===== config.mk =====
export PLATFORM = sky130hd
export DESIGN_NAME = imem_loader_flat
export DESIGN_NICKNAME = d
export VERILOG_FILES = /design/src/rtl/imem_loader_if.sv /design/src/rtl/imem_loader.sv /design/src/flat_wrapper.sv
export SDC_FILE = /design/constraint.sdc
export NUM_CORES = 1
export LEC_CHECK = 0
export ABC_AREA = 0
export CAP_MARGIN = 20
export CORE_MARGIN = 5
export CORE_UTILIZATION = 35
export CTS_BUF_LIST = sky130_fd_sc_hd__clkbuf_8 sky130_fd_sc_hd__clkbuf_16
export DETAILED_ROUTE_END_ITERATION = 8
export GPL_TIMING_DRIVEN = 0
export MAX_ROUTING_LAYER = met4
export SLEW_MARGIN = 20
export SYNTH_ARGS = -nofsm -noshare
export SYNTH_HDL_FRONTEND = slang
export SYNTH_SLANG_ARGS = --single-unit

===== constraint.sdc =====
create_clock -name clk -period 2.45 [get_ports clk]
set_input_delay 0.49 -clock clk [delete_from_list [all_inputs] [get_ports clk]]
set_output_delay 0.49 -clock clk [all_outputs]
set_load 0.005 [all_outputs]

===== src/rtl/imem_loader_if.sv =====
// Host byte stream, instruction-memory write port and status signals of imem_loader.
interface imem_loader_if #(
  parameter int ADDR_W = 6
);
  logic              start;
  logic              rx_valid;
  logic [7:0]        rx_data;
  logic              rx_ready;
  logic              imem_we;
  logic [ADDR_W-1:0] imem_waddr;
  logic [31:0]       imem_wdata;
  logic              cpu_hold;
  logic              load_done;
  logic              load_error;
  logic [1:0]        err_code;
  logic [ADDR_W:0]   words_loaded;

  modport master (
    output start, rx_valid, rx_data,
    input  rx_ready, imem_we, imem_waddr, imem_wdata,
    input  cpu_hold, load_done, load_error, err_code, words_loaded
  );

  modport slave (
    input  start, rx_valid, rx_data,
    output rx_ready, imem_we, imem_waddr, imem_wdata,
    output cpu_hold, load_done, load_error, err_code, words_loaded
  );
endinterface


===== src/rtl/imem_loader.sv =====
// Boot loader: fills instruction memory from a LEN/DATA/CSUM byte stream and
// keeps the CPU held in reset until the image is complete and verified.
module imem_loader #(
  parameter int ADDR_W  = 6,
  parameter int TIMEOUT = 1000,
  parameter int TO_W    = 10
) (
  input logic         clk,
  input logic         rst,
  imem_loader_if.slave bus
);

  typedef enum logic [2:0] {
    S_IDLE, S_LEN, S_DATA, S_CSUM, S_DONE, S_ERR
  } state_e;

  localparam int unsigned DEPTH = 1 << ADDR_W;

  state_e            state_q, state_d;
  logic              rx_ready_q, rx_ready_d;
  logic              we_q, we_d;
  logic [ADDR_W-1:0] waddr_q, waddr_d;
  logic [31:0]       wdata_q, wdata_d;
  logic              hold_q, hold_d;
  logic              done_q, done_d;
  logic              err_q, err_d;
  logic [1:0]        code_q, code_d;
  logic [ADDR_W:0]   wl_q, wl_d;
  logic [ADDR_W:0]   len_q, len_d;
  logic [1:0]        bidx_q, bidx_d;
  logic [23:0]       word_q, word_d;
  logic [7:0]        acc_q, acc_d;
  logic [TO_W-1:0]   to_q, to_d;

  logic accept;
  logic begin_load;
  logic [ADDR_W:0] wl_inc;

  assign accept = bus.rx_valid && rx_ready_q;
  assign wl_inc = wl_q + (ADDR_W+1)'(1);

  always_comb begin
    state_d    = state_q;
    we_d       = 1'b0;
    waddr_d    = waddr_q;
    wdata_d    = wdata_q;
    hold_d     = hold_q;
    done_d     = done_q;
    err_d      = err_q;
    code_d     = code_q;
    wl_d       = wl_q;
    len_d      = len_q;
    bidx_d     = bidx_q;
    word_d     = word_q;
    acc_d      = acc_q;
    to_d       = to_q;
    begin_load = 1'b0;

    case (state_q)
      S_IDLE, S_DONE, S_ERR: begin
        if (bus.start) begin_load = 1'b1;
      end
      S_LEN: begin
        if (accept) begin
          if (32'(bus.rx_data) > DEPTH) begin
            state_d = S_ERR;
            code_d  = 2'b01;
          end else if (bus.rx_data == 8'h00) begin
            state_d = S_CSUM;
          end else begin
            len_d   = (ADDR_W+1)'(bus.rx_data);
            state_d = S_DATA;
          end
        end
      end
      S_DATA: begin
        if (accept) begin
          acc_d  = acc_q ^ bus.rx_data;
          bidx_d = bidx_q + 2'd1;
          case (bidx_q)
            2'd0: word_d[7:0]   = bus.rx_data;
            2'd1: word_d[15:8]  = bus.rx_data;
            2'd2: word_d[23:16] = bus.rx_data;
            default: begin
              we_d    = 1'b1;
              wdata_d = {bus.rx_data, word_q};
              waddr_d = wl_q[ADDR_W-1:0];
              wl_d    = wl_inc;
              if (wl_inc == len_q) state_d = S_CSUM;
            end
          endcase
        end
      end
      S_CSUM: begin
        if (accept) begin
          if (bus.rx_data == acc_q) begin
            state_d = S_DONE;
            done_d  = 1'b1;
            hold_d  = 1'b0;
          end else begin
            state_d = S_ERR;
            code_d  = 2'b10;
          end
        end
      end
      default: state_d = S_IDLE;
    endcase

    // Idle-gap watchdog; the case above leaves receiving states untouched without an accept.
    if (state_q == S_LEN || state_q == S_DATA || state_q == S_CSUM) begin
      if (accept) begin
        to_d = '0;
      end else if (to_q == TO_W'(TIMEOUT - 1)) begin
        state_d = S_ERR;
        code_d  = 2'b11;
      end else begin
        to_d = to_q + TO_W'(1);
      end
    end

    if (begin_load) begin
      state_d = S_LEN;
      bidx_d  = '0;
      waddr_d = '0;
      acc_d   = '0;
      to_d    = '0;
      wl_d    = '0;
      done_d  = 1'b0;
      err_d   = 1'b0;
      code_d  = 2'b00;
      hold_d  = 1'b1;
    end

    if (state_d == S_ERR) begin
      err_d  = 1'b1;
      hold_d = 1'b1;
    end

    rx_ready_d = (state_d == S_LEN) || (state_d == S_DATA) || (state_d == S_CSUM);
  end

  always_ff @(posedge clk) begin
    if (rst) begin
      state_q    <= S_IDLE;
      rx_ready_q <= 1'b0;
      we_q       <= 1'b0;
      waddr_q    <= '0;
      wdata_q    <= '0;
      hold_q     <= 1'b1;
      done_q     <= 1'b0;
      err_q      <= 1'b0;
      code_q     <= 2'b00;
      wl_q       <= '0;
      len_q      <= '0;
      bidx_q     <= '0;
      word_q     <= '0;
      acc_q      <= '0;
      to_q       <= '0;
    end else begin
      state_q    <= state_d;
      rx_ready_q <= rx_ready_d;
      we_q       <= we_d;
      waddr_q    <= waddr_d;
      wdata_q    <= wdata_d;
      hold_q     <= hold_d;
      done_q     <= done_d;
      err_q      <= err_d;
      code_q     <= code_d;
      wl_q       <= wl_d;
      len_q      <= len_d;
      bidx_q     <= bidx_d;
      word_q     <= word_d;
      acc_q      <= acc_d;
      to_q       <= to_d;
    end
  end

  assign bus.rx_ready     = rx_ready_q;
  assign bus.imem_we      = we_q;
  assign bus.imem_waddr   = waddr_q;
  assign bus.imem_wdata   = wdata_q;
  assign bus.cpu_hold     = hold_q;
  assign bus.load_done    = done_q;
  assign bus.load_error   = err_q;
  assign bus.err_code     = code_q;
  assign bus.words_loaded = wl_q;

endmodule


===== src/flat_wrapper.sv =====
// flat-port wrapper written by rule: the top's interface ports become plain ports
module imem_loader_flat 
#(
  parameter int ADDR_W  = 6,
  parameter int TIMEOUT = 1000,
  parameter int TO_W    = 10
)
  (clk, rst, bus_start, bus_rx_valid, bus_rx_data, bus_rx_ready, bus_imem_we, bus_imem_waddr, bus_imem_wdata, bus_cpu_hold, bus_load_done, bus_load_error, bus_err_code, bus_words_loaded);
  imem_loader_if #(.ADDR_W(ADDR_W)) bus_i ();
  input logic clk;
  input logic rst;
  input wire logic [$bits(bus_i.start)-1:0] bus_start;
  input wire logic [$bits(bus_i.rx_valid)-1:0] bus_rx_valid;
  input wire logic [$bits(bus_i.rx_data)-1:0] bus_rx_data;
  output wire logic [$bits(bus_i.rx_ready)-1:0] bus_rx_ready;
  output wire logic [$bits(bus_i.imem_we)-1:0] bus_imem_we;
  output wire logic [$bits(bus_i.imem_waddr)-1:0] bus_imem_waddr;
  output wire logic [$bits(bus_i.imem_wdata)-1:0] bus_imem_wdata;
  output wire logic [$bits(bus_i.cpu_hold)-1:0] bus_cpu_hold;
  output wire logic [$bits(bus_i.load_done)-1:0] bus_load_done;
  output wire logic [$bits(bus_i.load_error)-1:0] bus_load_error;
  output wire logic [$bits(bus_i.err_code)-1:0] bus_err_code;
  output wire logic [$bits(bus_i.words_loaded)-1:0] bus_words_loaded;
  assign bus_i.start = bus_start;
  assign bus_i.rx_valid = bus_rx_valid;
  assign bus_i.rx_data = bus_rx_data;
  assign bus_rx_ready = bus_i.rx_ready;
  assign bus_imem_we = bus_i.imem_we;
  assign bus_imem_waddr = bus_i.imem_waddr;
  assign bus_imem_wdata = bus_i.imem_wdata;
  assign bus_cpu_hold = bus_i.cpu_hold;
  assign bus_load_done = bus_i.load_done;
  assign bus_load_error = bus_i.load_error;
  assign bus_err_code = bus_i.err_code;
  assign bus_words_loaded = bus_i.words_loaded;
  imem_loader #(.ADDR_W(ADDR_W), .TIMEOUT(TIMEOUT), .TO_W(TO_W)) u_core (.clk(clk), .rst(rst), .bus(bus_i));
endmodule

==> tab_implementation.tex, run 1 <==
\begin{tabular}{lr}
\hline
Metric & Value \\
\hline
\multicolumn{2}{l}{\textbf{Critical path}} \\
\quad Critical path endpoint & u\_core.bus.load\_error \\
\quad Crit. Startpoint & bus\_rx\_valid \\
\quad Critical register-to-register path endpoint & u\_core.bus.load\_error \\
\quad Maximum net fanout on the critical path & 7 \\
\quad Crit path kind & primary input to register \\
\quad Critical Path Sink Type & register \\
\quad Startpoint Class & primary input \\
\quad Register-to-register setup slack & 0.31 ns \\
\quad Critical register-to-register path startpoint & u\_core.state\_q[1] \\
\quad Arrival time of the worst setup path & $\sim$2.6 ns \\
\quad R2R cell count & 7 \\
\quad Data required, critical path & 2.72 ns \\
\multicolumn{2}{l}{\textbf{Floorplan}} \\
\quad Initial cell density of the core & between 30\% and 40\% \\
\quad Die outline width & 121 microns \\
\quad Placeable core region & 12100 sq um \\
\quad Total Die Area & around 15000 sq um \\
\quad I/O pin total & 64 \\
\quad \# rows & 40 \\
\quad Die Height & 121 microns \\
\multicolumn{2}{l}{\textbf{STA}} \\
\quad Slew @ Worst Pin & 0.679 ns \\
\quad Smallest setup slack after layout & 0.148 ns \\
\quad Top achievable clock speed & 434 MHz \\
\quad Setup\_tns & 0 ns \\
\quad Hold Vio Cnt, Final & 0 \\
\quad Post-route clock period utilization & 94.0\% \\
\quad Setup violations, final & 0 \\
\quad Maximum clock skew at final layout & 0.00914 ns \\
\quad Final slew viol count & 0 \\
\quad Worst relative slew slack & 54.6\% \\
\quad Unrepaired setup endpoints after global routing & no \\
\quad Time the worst path needs with I/O delays and setup & between 2 and 2.5 ns \\
\multicolumn{2}{l}{\textbf{Clock tree}} \\
\quad CTS Sinks & about 110 \\
\quad Buffer depth of the longest clock path & 2 \\
\quad Inserted Clock Buffers & 9 \\
\quad Clock tree from TritonCTS & yes \\
\quad Clock slew at the register clock pins of the worst setup and hold paths & 0.07 ns \\
\quad Latest clock arrival within the worst-skew pair & 0.35 ns \\
\quad Hold bufs inserted after CTS & 0 \\
\quad Setup Buffers After CTS & 0 \\
\quad Post\_cts resized & 0 \\
\quad H-tree depth reported by CTS & 3 \\
\quad Root buf cell & clkbuf\_16 \\
\multicolumn{2}{l}{\textbf{Synthesis}} \\
\quad Synth area leader & dfxtp\_1 \\
\quad Share of the synthesized area in the top cell type & 48.8\% \\
\quad Yosys warning total & 0 \\
\quad Area of the mapped netlist & $\sim$4300 sq um \\
\quad Share of the yosys chip area belonging to registers & 48.8\% \\
\quad Net count of the mapped netlist & 558 \\
\quad Flip-flop and latch count after synthesis & 106 \\
\quad Gate count of the mapped netlist & 540 \\
\quad Mean post-synth cell area & 8.05 sq um \\
\quad Synth area leaders & dfxtp\_1, nand2\_1, a21oi\_1 \\
\quad Count of different cell masters after synthesis & 40 \\
\multicolumn{2}{l}{\textbf{Placed design}} \\
\quad Routability Congestion & between 0.8 and 0.9 \\
\quad Post-detail-place hpwl & 7.93 mm \\
\quad Worst-case setup slack after placement & -0.199 ns \\
\quad Number of buffer cells added on primary ports & 55 \\
\multicolumn{2}{l}{\textbf{GRT}} \\
\quad Overall Global Routing Usage & about 15\% \\
\quad Wire length of the first global-routing pass & 17.8 mm \\
\quad Via count of the first global-routing pass & 3633 \\
\quad Maximum number of pins on one net before global-route repair & 20 \\
\quad Global-route congestion overflow total & 0 \\
\quad Number of antenna violations at the first check in global routing & 0 \\
\multicolumn{2}{l}{\textbf{Detailed routing}} \\
\quad Final antenna-violating net count & 0 \\
\quad Avg WL per Cell & 13.9 microns \\
\quad Remaining routing DRC violations & 0 \\
\quad Detailed router's first-iteration violation count & 225 \\
\quad Length of the first detailed-routing pass in iterations & 4 \\
\quad Per-cell via count in the routed design & 4.85 \\
\quad Via count & 3776 \\
\quad Final wirelength & 10.8 mm \\
\multicolumn{2}{l}{\textbf{Final layout}} \\
\quad Area growth syn-to-layout & 24.1\% \\
\quad Antenna Cells & 0 \\
\quad Filler instances & 1212 \\
\quad Area of combinational cells with multiple inputs & 2080 sq um \\
\quad Fraction of final layout cells with drive strength greater than 1 & 5.40\% \\
\quad Net total in the final layout & approximately 620 \\
\quad Area of all sequential standard cells & 2120 sq um \\
\quad Highest-count cells in the layout ignoring fill and taps & nand2\_1, dfxtp\_1, a21oi\_1 \\
\quad Most common cell after layout, fill and taps aside & nand2\_1 \\
\multicolumn{2}{l}{\textbf{Pwr}} \\
\quad Worst voltage drop across the vdd grid & 0.365 mV \\
\quad Leakage power of the design & 1.74 nW \\
\quad P per Cell Area & $\sim$620 nW/um\^{}2 \\
\quad PnR Total Power & 3.36 mW \\
\multicolumn{2}{l}{\textbf{Flow run}} \\
\quad Maximum capacitance violations & 0 \\
\multicolumn{2}{l}{\textbf{Hold path}} \\
\quad Worst min-delay path category & register to register \\
\multicolumn{2}{l}{\textbf{Run status}} \\
\quad Run status & finished clean \\
\hline
\end{tabular}
[flip-flops by register name, indices dropped and copies added, names as in the netlist]
name                     cells
u_core.len_q                 7
u_core.bus.load_error        1
u_core.bidx_q                2
u_core.bus.words_loaded      7
u_core.bus.err_code          2
u_core.bus.imem_wdata       32
u_core.acc_q                 8
u_core.word_q               24
u_core.bus.cpu_hold          1
u_core.bus.load_done         1
u_core.state_q               3
u_core.bus.imem_we           1
u_core.bus.rx_ready          1
u_core.to_q                 10
u_core.bus.imem_waddr        6
[worst min-delay path by stage]
stage / cells past startpoint / slack [ns] / from / end
2_1_floorplan: 2 / 0.43 / u_core.word_q[0] / u_core.bus.imem_wdata[0]
3_3_place_gp: 2 / 0.44 / u_core.word_q[2] / u_core.bus.imem_wdata[2]
3_5_place_dp: 2 / 0.45 / u_core.word_q[18] / u_core.word_q[18]
4_1_cts: 2 / 0.46 / u_core.bus.load_done / u_core.bus.load_done
5_1_grt: 2 / 0.47 / u_core.bus.imem_wdata[7] / u_core.bus.imem_wdata[7]
6_report: 2 / 0.45 / u_core.bus.load_done / u_core.bus.load_done
[stage by stage]
step                hold WS, ns  util [%]  instances  instance area [sq um]
floorplan                 0.432         -        540                   4350
global placement          0.443      42.2        763                   5110
detailed placement        0.449      42.2        763                   5110
CTS                       0.459      44.5        779                   5400
global route              0.474      44.6        779                   5400
finish                    0.454      44.6        779                   5400
[kinds of logic (layout without fill, tap and decap cells)]
family / count (synthesis) / in the layout / synth area share, %
AO/OA/AOI/OAI: 113 / 113 / 14.0
XOR/XNOR: 37 / 37 / 7.45
adder cells (fa/ha/maj): 6 / 6 / 1.73
buffers and inverters: 37 / 108 / 3.48
flip-flops: 106 / 106 / 48.8
multiplexers: 1 / 1 / 0.316
AND/OR/NAND/NOR: 240 / 240 / 24.2
[synth_stat cells]
library cell    n
nand2_1       161
dfxtp_1       106
a21oi_1        81
nor2_1         33
clkbuf_1       23
xor2_1         20
o21ai_0        17
xnor2_1        17
buf_2          10
nand4_1         8
ha_1            6
nand3_1         6
or3_1           6
nand2b_1        5
and2_1          4
inv_1           4
nor3_1          3
and3_1          2
nand3b_1        2
nor3b_1         2
o21ai_1         2
o21bai_1        2
o22ai_1         2
o31a_1          2
a211oi_1        1
a21o_1          1
and2b_1         1
mux2i_2         1
nand4b_2        1
nor2_2          1
nor3b_4         1
nor4_1          1
nor4_4          1
nor4b_1         1
o22a_1          1
o22ai_2         1
o311a_1         1
o311ai_1        1
o41ai_1         1
or4b_1          1
[routing by layer]
metal / GRT usage [%] / share of wire (%)
met1: 19.9 / 47
met2: 24.1 / 47
met3: 2.33 / 4.4
met4: 7.07 / 2.4
met5: - / 0
[area by class of cell]
type / instances / area share [%]
Buffer: 33 / 2.53
Timing Repair Buffer: 55 / 10.2
Multi-Input combinational cell: 397 / 38.5
Clock buffer: 9 / 4.17
Sequential cell: 106 / 39.3
Tap cell: 168 / 3.89
Inverter: 4 / 0.278
Clock inverter: 7 / 1.11
[power by group]
group	leakage (nW)	internal [mW]	switching [mW]	total (mW)
clock	0.136	0.708	0.686	1.39
combinational	0.749	0.0704	0.148	0.218
sequential	0.854	1.74	0.0135	1.75
total	1.74	2.52	0.847	3.36
[worst max-delay path, cell delays in order]
cell	delay, ns
clkdlybuf4s50_1	0.51
nand4b_2	0.21
nor3b_4	0.42
nand4_1	0.21
or3_1	0.35
o22a_1	0.21
o22ai_2	0.15
(Power assumes the default switching activity.)
==> run 2, diff against run 1 <==
clock period = 1.9 ns   (was 2.45 ns; I/O delays follow)
==> run 2 against run 1 <==
  * Non-clock buffer count rose by 7
  * Die area did not move
  * Total power rose by 30%
  * Clock skew barely moved
  * Hold slack got worse by 0.075 ns
  * Critical path type is now register to register
  * Critical endpoint is now u_core.bus.rx_ready
  * Largest cell class is now multi-input combinational cells
==> tab_implementation.tex, run 2 (same netlist as run 1, synthesis figures left out) <==
\begin{tabular}{lr}
\hline
Metric & Value \\
\hline
\multicolumn{2}{l}{\textbf{STA}} \\
\quad Hold Vio Cnt, Final & 0 \\
\quad Setup violations, final & 0 \\
\quad Final slew viol count & 0 \\
\quad Post-route clock period utilization & slightly below 100\% \\
\quad Unrepaired setup endpoints after global routing & yes \\
\quad Time the worst path needs with I/O delays and setup & 1.82 ns \\
\quad Worst relative slew slack & 55.2\% \\
\quad Final hold slack & 0.379 ns \\
\quad Slew @ Worst Pin & 0.671 ns \\
\quad Smallest setup slack after layout & roughly 0.075 ns \\
\quad Maximum clock skew at final layout & between 0.009 and 0.01 ns \\
\quad Top achievable clock speed & 548 MHz \\
\multicolumn{2}{l}{\textbf{Critical path}} \\
\quad Critical register-to-register path startpoint & u\_core.bus.rx\_ready \\
\quad Arrival time of the worst setup path & between 2 and 2.5 ns \\
\quad Crit path kind & register to register \\
\quad Crit path largest cell delay & 0.51 ns \\
\quad Ordered cell list for the critical path & nand2\_2 > or4b\_1 > buf\_2 > nor2\_2 > o21ai\_1 > a21o\_1 > o21ai\_1 \\
\quad Startpoint Class & register \\
\quad Data required, critical path & $\sim$2.2 ns \\
\quad Crit path buffers/inverters & 1 \\
\quad Register-to-register setup slack & 0.08 ns \\
\quad Largest delay contributor family on the critical path & simple AND/OR/NAND/NOR gates \\
\quad Critical register-to-register path endpoint & u\_core.bus.rx\_ready \\
\quad Critical Path Sink Type & register \\
\quad CP most frequent cell & o21ai\_1 \\
\quad CP max-delay cell & or4b\_1 \\
\quad Maximum net fanout on the critical path & 10 \\
\quad R2R cell count & 7 \\
\multicolumn{2}{l}{\textbf{Clock tree}} \\
\quad CTS Sinks & around 110 \\
\quad Inserted Clock Buffers & 9 \\
\quad Latest clock arrival within the worst-skew pair & 0.35 ns \\
\quad H-tree depth reported by CTS & 3 \\
\quad Root buf cell & clkbuf\_16 \\
\quad Buffer depth of the longest clock path & 2 \\
\quad Clock tree from TritonCTS & yes \\
\quad Clock slew at the register clock pins of the worst setup and hold paths & 0.08 ns \\
\multicolumn{2}{l}{\textbf{GRT}} \\
\quad Via count of the first global-routing pass & 3668 \\
\quad Wire length of the first global-routing pass & 17.9 mm \\
\quad Global-route congestion overflow total & 0 \\
\quad Number of antenna violations at the first check in global routing & 0 \\
\quad Maximum number of pins on one net before global-route repair & 20 \\
\quad Overall Global Routing Usage & 15.6\% \\
\multicolumn{2}{l}{\textbf{Floorplan}} \\
\quad Total Die Area & approximately 15000 sq um \\
\quad I/O pin total & 64 \\
\quad Initial cell density of the core & 35.9\% \\
\quad Die Height & between 100 and 150 microns \\
\quad \# rows & 40 \\
\quad Die outline width & 121 microns \\
\quad Placeable core region & 12100 sq um \\
\multicolumn{2}{l}{\textbf{Hold path}} \\
\quad Number of cells on the worst hold path & 3 \\
\quad Worst Hold Launch & bus\_rx\_data[0] \\
\quad Worst min-delay path category & primary input to register \\
\quad Endpoint of the worst hold path & u\_core.word\_q[0] \\
\multicolumn{2}{l}{\textbf{Final layout}} \\
\quad Net total in the final layout & approximately 630 \\
\quad Antenna Cells & 0 \\
\quad Max reg flops & 32 \\
\quad Area growth syn-to-layout & 27.9\% \\
\quad Highest-count cells in the layout ignoring fill and taps & nand2\_1, dfxtp\_1, a21oi\_1 \\
\quad Fraction of final layout cells with drive strength greater than 1 & 10.4\% \\
\quad Post-route core utilization & 45.9\% \\
\quad Post-route design area & 5560 sq um \\
\quad Most common cell after layout, fill and taps aside & nand2\_1 \\
\multicolumn{2}{l}{\textbf{Placed design}} \\
\quad Number of buffer cells added on primary ports & 55 \\
\quad Post-detail-place hpwl & slightly below 8 mm \\
\quad Routability Congestion & 0.862 \\
\quad Placed standard-cell area & approximately 5100 sq um \\
\quad Worst-case setup slack after placement & -0.639 ns \\
\multicolumn{2}{l}{\textbf{Flow run}} \\
\quad Maximum capacitance violations & 0 \\
\multicolumn{2}{l}{\textbf{Pwr}} \\
\quad Leakage power of the design & 1.82 nW \\
\quad Sequential cell fraction of total power & 51.8\% \\
\quad P per Cell Area & 784 nW/um\^{}2 \\
\quad Switching power of the nets & roughly 1.1 mW \\
\quad Share of total power consumed by net switching & 25.4\% \\
\quad PnR Total Power & 4.36 mW \\
\quad Clock group share of total power & around two fifths \\
\quad Total internal power & 3.26 mW \\
\quad Worst voltage drop across the vdd grid & 0.478 mV \\
\quad Share of total power in combinational logic & around 6.9\% \\
\multicolumn{2}{l}{\textbf{Detailed routing}} \\
\quad Length of the first detailed-routing pass in iterations & 4 \\
\quad Final wirelength & between 10 and 15 mm \\
\quad Remaining routing DRC violations & 0 \\
\quad Avg WL per Cell & 14.2 microns \\
\quad Final antenna-violating net count & 0 \\
\quad Per-cell via count in the routed design & 4.85 \\
\quad Via count & 3811 \\
\quad Detailed router's first-iteration violation count & 226 \\
\multicolumn{2}{l}{\textbf{Run status}} \\
\quad Run status & finished clean \\
\hline
\end{tabular}
[run 2: cell types whose count changed in the layout (fill, tap and decap cells not counted), moves of 2 or more]
cell	before	now
clkbuf_1	23	18
nand2_2	0	2
clkbuf_2	0	4
dfxtp_2	0	6
dfxtp_4	0	2
buf_4	0	8
dfxtp_1	106	98
nand2_1	161	159
[run 2: power groups by stage]
stage | registers (mW) | logic [mW] | clock network [mW]
after floorplan | 2.31 | 0.188 | 0
after global placement | 2.31 | 0.275 | 0
after detailed placement | 2.31 | 0.280 | 0
after CTS | 2.26 | 0.284 | 1.84
after global routing | 2.26 | 0.332 | 1.92
final | 2.26 | 0.303 | 1.80
[run 2: layout make-up]
| cell class | instances | area [sq um] |
|---|---|---|
| inverters | 4 | 15.0 |
| plain buffers | 32 | 144 |
| well taps | 168 | 210 |
| clock buffers | 9 | 225 |
| clock inverters | 7 | 60.1 |
| flip-flops and latches | 106 | 2140 |
| fillers | 1203 | 6550 |
| multi-input cells | 397 | 2160 |
| repair buffers | 63 | 609 |
[run 2: stage by stage]
step                TNS (ns)  cells
global route         -0.0917    786
detailed placement    -46.17    763
finish                     0    786
floorplan                  0    540
global placement      -42.92    763
CTS                        0    783
[run 2: layer usage]
layer / routed length [microns] / GRT usage, % / vias up
met4: 259 / 7.07 / 0
met5: 0 / - / -
met2: 5280 / 24.5 / 82
li1: - / - / 1930
met3: 438 / 2.33 / 16
met1: 5180 / 19.9 / 1783
[run 2: worst max-delay path by stage]
stage | startpoint | to | slack [ns] | cells past startpoint
after global routing | u_core.state_q[1] | u_core.bus.rx_ready | -0.03 | 7
after global placement | bus_rx_valid | u_core.bus.load_error | -0.66 | 7
after floorplan | bus_rx_data[1] | u_core.state_q[0] | 0.01 | 7
after CTS | u_core.bus.words_loaded[1] | u_core.bus.load_error | 0.02 | 7
after detailed placement | bus_rx_valid | u_core.bus.load_error | -0.64 | 7
final | u_core.bus.rx_ready | u_core.bus.rx_ready | 0.08 | 7
[run 2: timing repair]
action,in CTS,in global routing
gates cloned,0,0
setup endpoints to repair,66,60
resized for setup,14,24
hold buffers,0,0
endpoints found under the hold margin,0,0
pin swaps,1,4
setup buffers,4,4
[run 2: worst register-to-register path, stage by stage (launching register included)]
cell and delay (ns):
dfxtp_2 0.38, nand2_2 0.14, or4b_1 0.51, buf_2 0.21, nor2_2 0.15, o21ai_1 0.10
a21o_1 0.20, o21ai_1 0.07
